`src/rtl/biquad_pkg.sv`:
```
// Shared constants and helpers for the time-multiplexed biquad section.
// Holds state encodings, accumulator sizing and the output round/saturate function.
package biquad_pkg;

  localparam logic [1:0] StIdle = 2'd0;
  localparam logic [1:0] StMac  = 2'd1;
  localparam logic [1:0] StOut  = 2'd2;

  localparam logic [2:0] MacLast = 3'd4;

  // Working width of sat_round; must exceed any accumulator it is given.
  localparam int unsigned SatMaxW = 128;

  function automatic int unsigned acc_width(input int unsigned bw, input int unsigned cw);
    return bw + cw + 3;
  endfunction

  // Round half up, arithmetic shift right by frac, clamp to signed outw bits.
  function automatic logic signed [SatMaxW-1:0] sat_round(
    input logic signed [SatMaxW-1:0] acc,
    input int unsigned               frac,
    input int unsigned               outw
  );
    logic signed [SatMaxW-1:0] one;
    logic signed [SatMaxW-1:0] rnd;
    logic signed [SatMaxW-1:0] max_v;
    logic signed [SatMaxW-1:0] min_v;
    one = {{(SatMaxW-1){1'b0}}, 1'b1};
    rnd = acc;
    if (frac > 0) begin
      rnd = (acc + (one <<< (frac - 1))) >>> frac;
    end
    max_v = (one <<< (outw - 1)) - one;
    min_v = -(one <<< (outw - 1));
    if (rnd > max_v) begin
      return max_v;
    end else if (rnd < min_v) begin
      return min_v;
    end
    return rnd;
  endfunction

endpackage

```
`src/rtl/biquad_mac.sv`:
```
// Registered signed multiply-accumulate with synchronous clear and enable.
// Kept apart from the FSM so the multiplier can be pipelined independently.
module biquad_mac #(
  parameter int unsigned AW   = 32,
  parameter int unsigned BW   = 19,
  parameter int unsigned ACCW = 53
) (
  input  logic                   clk,
  input  logic                   rst_n,
  input  logic                   clr,
  input  logic                   en,
  input  logic signed [AW-1:0]   a,
  input  logic signed [BW-1:0]   b,
  output logic signed [ACCW-1:0] acc
);

  logic signed [AW+BW-1:0] prod;
  logic signed [ACCW-1:0]  acc_d;
  logic signed [ACCW-1:0]  acc_q;

  assign prod = a * b;

  always_comb begin
    acc_d = acc_q;
    if (clr) begin
      acc_d = '0;
    end else if (en) begin
      acc_d = acc_q + ACCW'(prod);
    end
  end

  always_ff @(posedge clk) begin
    if (!rst_n) begin
      acc_q <= '0;
    end else begin
      acc_q <= acc_d;
    end
  end

  assign acc = acc_q;

endmodule

```
`src/rtl/biquad_sos.sv`:
```
// Direct-form-I biquad sharing one multiplier: accept, five MAC cycles, then output.
// One result per accepted sample, six cycles after the accept edge.
module biquad_sos
  import biquad_pkg::*;
#(
  parameter int unsigned BITWIDTH = 32,
  parameter int unsigned COEFW    = 18,
  parameter int unsigned FRAC     = 16
) (
  input  logic                       clk,
  input  logic                       rst_n,
  input  logic                       in_valid,
  output logic                       in_ready,
  input  logic signed [BITWIDTH-1:0] sig_in,
  input  logic signed [COEFW-1:0]    b0,
  input  logic signed [COEFW-1:0]    b1,
  input  logic signed [COEFW-1:0]    b2,
  input  logic signed [COEFW-1:0]    a1,
  input  logic signed [COEFW-1:0]    a2,
  output logic                       out_valid,
  output logic signed [BITWIDTH-1:0] sig_out
);

  localparam int unsigned ACCW  = acc_width(BITWIDTH, COEFW);
  // One extra bit so that negating the most negative coefficient cannot overflow.
  localparam int unsigned MulBW = COEFW + 1;

  logic [1:0] state_q, state_d;
  logic [2:0] cnt_q, cnt_d;
  logic signed [BITWIDTH-1:0] x_q, x_d, x1_q, x1_d, x2_q, x2_d;
  logic signed [BITWIDTH-1:0] y1_q, y1_d, y2_q, y2_d;
  logic signed [BITWIDTH-1:0] sig_out_q, sig_out_d;
  logic signed [COEFW-1:0] b0_q, b0_d, b1_q, b1_d, b2_q, b2_d, a1_q, a1_d, a2_q, a2_d;
  logic out_valid_q, out_valid_d;

  logic                       mac_clr, mac_en;
  logic signed [BITWIDTH-1:0] mul_a;
  logic signed [MulBW-1:0]    mul_b;
  logic signed [ACCW-1:0]     acc;
  logic signed [SatMaxW-1:0]  y_wide;
  logic signed [BITWIDTH-1:0] y_sat;
  logic                       unused_y_hi;

  assign y_wide      = sat_round(SatMaxW'(acc), FRAC, BITWIDTH);
  assign y_sat       = y_wide[BITWIDTH-1:0];
  assign unused_y_hi = ^y_wide[SatMaxW-1:BITWIDTH];

  always_comb begin
    mul_a = '0;
    mul_b = '0;
    case (cnt_q)
      3'd0: begin mul_a = x_q;  mul_b = MulBW'(b0_q);  end
      3'd1: begin mul_a = x1_q; mul_b = MulBW'(b1_q);  end
      3'd2: begin mul_a = x2_q; mul_b = MulBW'(b2_q);  end
      3'd3: begin mul_a = y1_q; mul_b = -MulBW'(a1_q); end
      3'd4: begin mul_a = y2_q; mul_b = -MulBW'(a2_q); end
      default: ;
    endcase
  end

  always_comb begin
    state_d     = state_q;
    cnt_d       = cnt_q;
    x_d         = x_q;
    x1_d        = x1_q;
    x2_d        = x2_q;
    y1_d        = y1_q;
    y2_d        = y2_q;
    b0_d        = b0_q;
    b1_d        = b1_q;
    b2_d        = b2_q;
    a1_d        = a1_q;
    a2_d        = a2_q;
    sig_out_d   = sig_out_q;
    out_valid_d = 1'b0;
    mac_clr     = 1'b0;
    mac_en      = 1'b0;
    case (state_q)
      StIdle: begin
        if (in_valid) begin
          x_d     = sig_in;
          b0_d    = b0;
          b1_d    = b1;
          b2_d    = b2;
          a1_d    = a1;
          a2_d    = a2;
          cnt_d   = '0;
          mac_clr = 1'b1;
          state_d = StMac;
        end
      end
      StMac: begin
        mac_en = 1'b1;
        if (cnt_q == MacLast) begin
          state_d = StOut;
        end else begin
          cnt_d = cnt_q + 3'd1;
        end
      end
      StOut: begin
        out_valid_d = 1'b1;
        sig_out_d   = y_sat;
        x2_d        = x1_q;
        x1_d        = x_q;
        y2_d        = y1_q;
        y1_d        = y_sat;
        state_d     = StIdle;
      end
      default: state_d = StIdle;
    endcase
  end

  always_ff @(posedge clk) begin
    if (!rst_n) begin
      state_q     <= StIdle;
      cnt_q       <= '0;
      x_q         <= '0;
      x1_q        <= '0;
      x2_q        <= '0;
      y1_q        <= '0;
      y2_q        <= '0;
      b0_q        <= '0;
      b1_q        <= '0;
      b2_q        <= '0;
      a1_q        <= '0;
      a2_q        <= '0;
      sig_out_q   <= '0;
      out_valid_q <= 1'b0;
    end else begin
      state_q     <= state_d;
      cnt_q       <= cnt_d;
      x_q         <= x_d;
      x1_q        <= x1_d;
      x2_q        <= x2_d;
      y1_q        <= y1_d;
      y2_q        <= y2_d;
      b0_q        <= b0_d;
      b1_q        <= b1_d;
      b2_q        <= b2_d;
      a1_q        <= a1_d;
      a2_q        <= a2_d;
      sig_out_q   <= sig_out_d;
      out_valid_q <= out_valid_d;
    end
  end

  biquad_mac #(
    .AW   (BITWIDTH),
    .BW   (MulBW),
    .ACCW (ACCW)
  ) u_mac (
    .clk   (clk),
    .rst_n (rst_n),
    .clr   (mac_clr),
    .en    (mac_en),
    .a     (mul_a),
    .b     (mul_b),
    .acc   (acc)
  );

  assign in_ready  = (state_q == StIdle);
  assign out_valid = out_valid_q;
  assign sig_out   = sig_out_q;

endmodule

```
`config.mk`:
```
export PLATFORM = sky130hd
export DESIGN_NAME = biquad_sos
export DESIGN_NICKNAME = d
export VERILOG_FILES = /design/src/rtl/biquad_pkg.sv /design/src/rtl/biquad_mac.sv /design/src/rtl/biquad_sos.sv
export SDC_FILE = /design/constraint.sdc
export NUM_CORES = 2
export LEC_CHECK = 0
export CAP_MARGIN = 15
export CORE_ASPECT_RATIO = 0.6
export CORE_MARGIN = 2
export CORE_UTILIZATION = 29
export DETAILED_ROUTE_END_ITERATION = 6
export PLACE_DENSITY = 0.48
export REMOVE_ABC_BUFFERS = 1
export SYNTH_ARGS = -nofsm -noshare
export SYNTH_HDL_FRONTEND = slang
export SYNTH_SLANG_ARGS = --single-unit
```
`constraint.sdc`:
```
create_clock -name clk -period 26.2 [get_ports clk]
set_input_delay 5.24 -clock clk [delete_from_list [all_inputs] [get_ports clk]]
set_output_delay 5.24 -clock clk [all_outputs]
set_load 0.02 [all_outputs]
```
==> metrics.yaml <==
status: "finished with violations"
violations: "design-rule violations"
nNetsFinal: 5288
wl_per_cell_um: 22.7
pwr-share-seq_pct: 28.1
hold_violations: 0
intPower_mw: 1.07
tns_ps: 0
rows: 101
cp-start-kind: "flop"
synth.distinct_cells: 67
rsz0062_at_grt: "false"
hp-class: "reg2reg"
die_w_um: 465
antenna_found_initial: 5
synthToLayoutAreaGrowth_pct: 12.6
synth_edf_count: 0
vias: 30174
cp-end-kind: "flop"
dp_hpwl_mm: 105
cts_buffers: 36
initial_core_util_pct: 29.2
syn_area_um2: 36900
ys.warnings.count: 0
io_pins: 159
grt_pass1_vias: 30311
cp_max_fo: 33
cts_buffer_depth: 3
setup_violations: 0
yosys-top-cells-area: "fa_1, dfxtp_1, nand2_1"
synth_top_area_share_pct: 35.9
drc: 8
layout-drive-gt1-share_pct: 3.99
grt-ovfl-total: 0
swShare_pct: 42.6
postCtsSetupBuffers: 0
avgSynthCellArea_um2: 8.58
worst_r2r_path_depth: 29
hold_path_depth: 2
fill_cells: 13367
cp_common_cell: "fa_1"
post-route-period-util_pct: 40.7
grt_max_degree: 107
gp_congestion: 0.933
cpMaxStageDelayCell: "fa_1"
final.setup_skew_ps: 38.4
leakagePower_nw: 18.5
critPathArrivalTime_ps: 11180
comb_power_share_pct: 44.3
viasPerCell: 4.98
io_buffers: 158
clk_root_buffer_cell: "clkbuf_16"
r2r_setup_slack_ps: 15540
clk_pin_slew_ps: 60
routed_wirelength_mm: 137
numClockSinks: 309
max-vdd-ir-drop_mv: 0.0362
net-switching-power_mw: 0.794
dieArea_um2: 130000
synth_ff_type: "dfxtp_1"
core_area_um2: 126000
cp.required_ps: 26710
grtUsageTotal_pct: 21.2
p_per_area_nw_per_um2: 44.8
slowest_delay_ps: 590
grt_pass1_wl_mm: 206
clkPwrFrac_pct: 27.7
die_h_um: 280
relSlewSlack_pct: 20.5
cts_resized: 0
dr.pass1.iters: 7
drv_cap: 0
crit_type: "reg2reg"
ys_seq_area_share_pct: 16.7
setup_slack_ps: 15540
synth.ff_latch_count: 309
htreeDepth: 2
clk_latency_ps: 600
hold_buffers: 0
drt_iter0_markers: 2939
yosysTopAreaCell: "fa_1"
cts_tree: "done"
period_needed_ps: 10660
synthCells: 4303
antenna_left: 0
finalPower_mw: 1.86
max_freq_mhz: 93.8
slew_violations: 0
synthArstFlopShare_pct: 0
preCtsSetupSlack_ps: 15760
worstMarginPinSlew_ps: 1190
antenna_cells: 0
worst paths after layout:
kind                                   start            end
worst max-delay path                 a2_q[3]  u_mac.acc[48]
worst min-delay path            u_mac.acc[0]   u_mac.acc[0]
worst max register to register       a2_q[3]  u_mac.acc[48]
worst min register to register  u_mac.acc[0]   u_mac.acc[0]
power by group through the flow:
stage | sequential, mW | clock (mW) | combinational (mW)
finish | 0.523 | 0.516 | 0.825
floorplan | 0.516 | 0 | 0.515
global route | 0.525 | 0.545 | 0.917
global placement | 0.532 | 0 | 0.806
detailed placement | 0.532 | 0 | 0.804
CTS | 0.522 | 0.527 | 0.814
cell usage in the layout, fill, tap and decap left out, drive strengths merged, types with 10 or more instances in the layout:
cell type	n
a211oi	17
a21boi	220
a31oi	46
ha	161
a21o	24
a21oi	84
and4	12
o21a	21
clkdlybuf4s50	157
a22oi	48
dfxtp	309
nand2b	17
nor2b	60
o21bai	10
and3	12
nor2	153
buf	77
o21ai	80
a221o	24
xnor2	61
o211ai	15
nor3	29
nand2	964
and2	36
xor2	37
a222oi	31
inv	739
nand4	18
nand3	66
or3	19
clkbuf	48
fa	662
layout make-up:
cell class / count / area, um2 / share of cell area [%]
Timing Repair Buffer: 234 / 2150 / 5.18
Clock inverter: 10 / 166 / 0.400
Clock buffer: 48 / 986 / 2.37
Tap cell: 1699 / 2130 / 5.11
Sequential cell: 309 / 6190 / 14.9
Inverter: 739 / 2770 / 6.67
Multi-Input combinational cell: 3020 / 27200 / 65.4
worst max-delay path, delay by kind of cell, from the launching register on:
| kind | cells | cell delay, ps |
|---|---|---|
| AO/OA/AOI/OAI | 6 | 1660 |
| XOR/XNOR | 1 | 120 |
| adder cells (fa/ha/maj) | 8 | 4140 |
| buffers and inverters | 3 | 670 |
| flip-flops | 1 | 350 |
| AND/OR/NAND/NOR | 11 | 3620 |
stage by stage:
stage | hold slack [ps] | cell area, um2 | instances | util (%)
floorplan | 436 | 36000 | 4068 | -
finish | 462 | 41600 | 6059 | 32.9
detailed placement | 452 | 40400 | 6001 | 32.0
CTS | 461 | 41600 | 6059 | 32.9
global route | 480 | 41600 | 6059 | 32.9
global placement | 448 | 40400 | 6001 | 32.0
Yosys cell counts, types with 9 or more instances:
master,number
a211oi_1,17
a21boi_0,220
a21o_1,24
a21oi_1,84
a221o_1,24
a222oi_1,31
a22oi_1,48
a31oi_1,46
and2_1,35
and3_1,12
and4_1,12
buf_1,17
clkbuf_1,211
dfxtp_1,309
fa_1,662
ha_1,161
inv_1,739
nand2_1,964
nand2b_1,17
nand3_1,66
nand4_1,18
nor2_1,153
nor2b_1,60
nor3_1,27
nor4_1,9
o211ai_1,15
o21a_1,21
o21ai_0,62
o21ai_1,18
o21bai_1,10
or3_1,17
xnor2_1,61
xor2_1,37
kinds of logic (layout without fill, tap and decap cells):
kind of cell | Yosys count | in the layout | share of synthesized area, %
and+or+nand+nor | 1415 | 1415 | 16.3
buffers and inverters | 974 | 1031 | 9.96
adders and majority gates | 823 | 823 | 41.3
AOI/OAI and AO/OA | 676 | 676 | 13.1
DFF | 309 | 309 | 16.7
xor gates and xnor gates | 98 | 98 | 2.32
muxes | 8 | 8 | 0.224
registers in the layout, summed over array words and instances (netlist names), 32 cells and up:
signal,flops
y2_q,32
u_mac.acc,53
x_q,32
sig_out,32
x1_q,32
x2_q,32
layer usage:
| metal | up-vias | part of all wire [%] | GRT usage, % |
|---|---|---|---|
| li1 | 13523 | - | - |
| met1 | 15252 | 52 | 35.5 |
| met2 | 1294 | 35 | 26.1 |
| met3 | 103 | 11 | 5.92 |
| met4 | 2 | 1.2 | 2.91 |
| met5 | - | 0.0080 | 0 |
No activity file was read; power rests on OpenSTA's default activity.
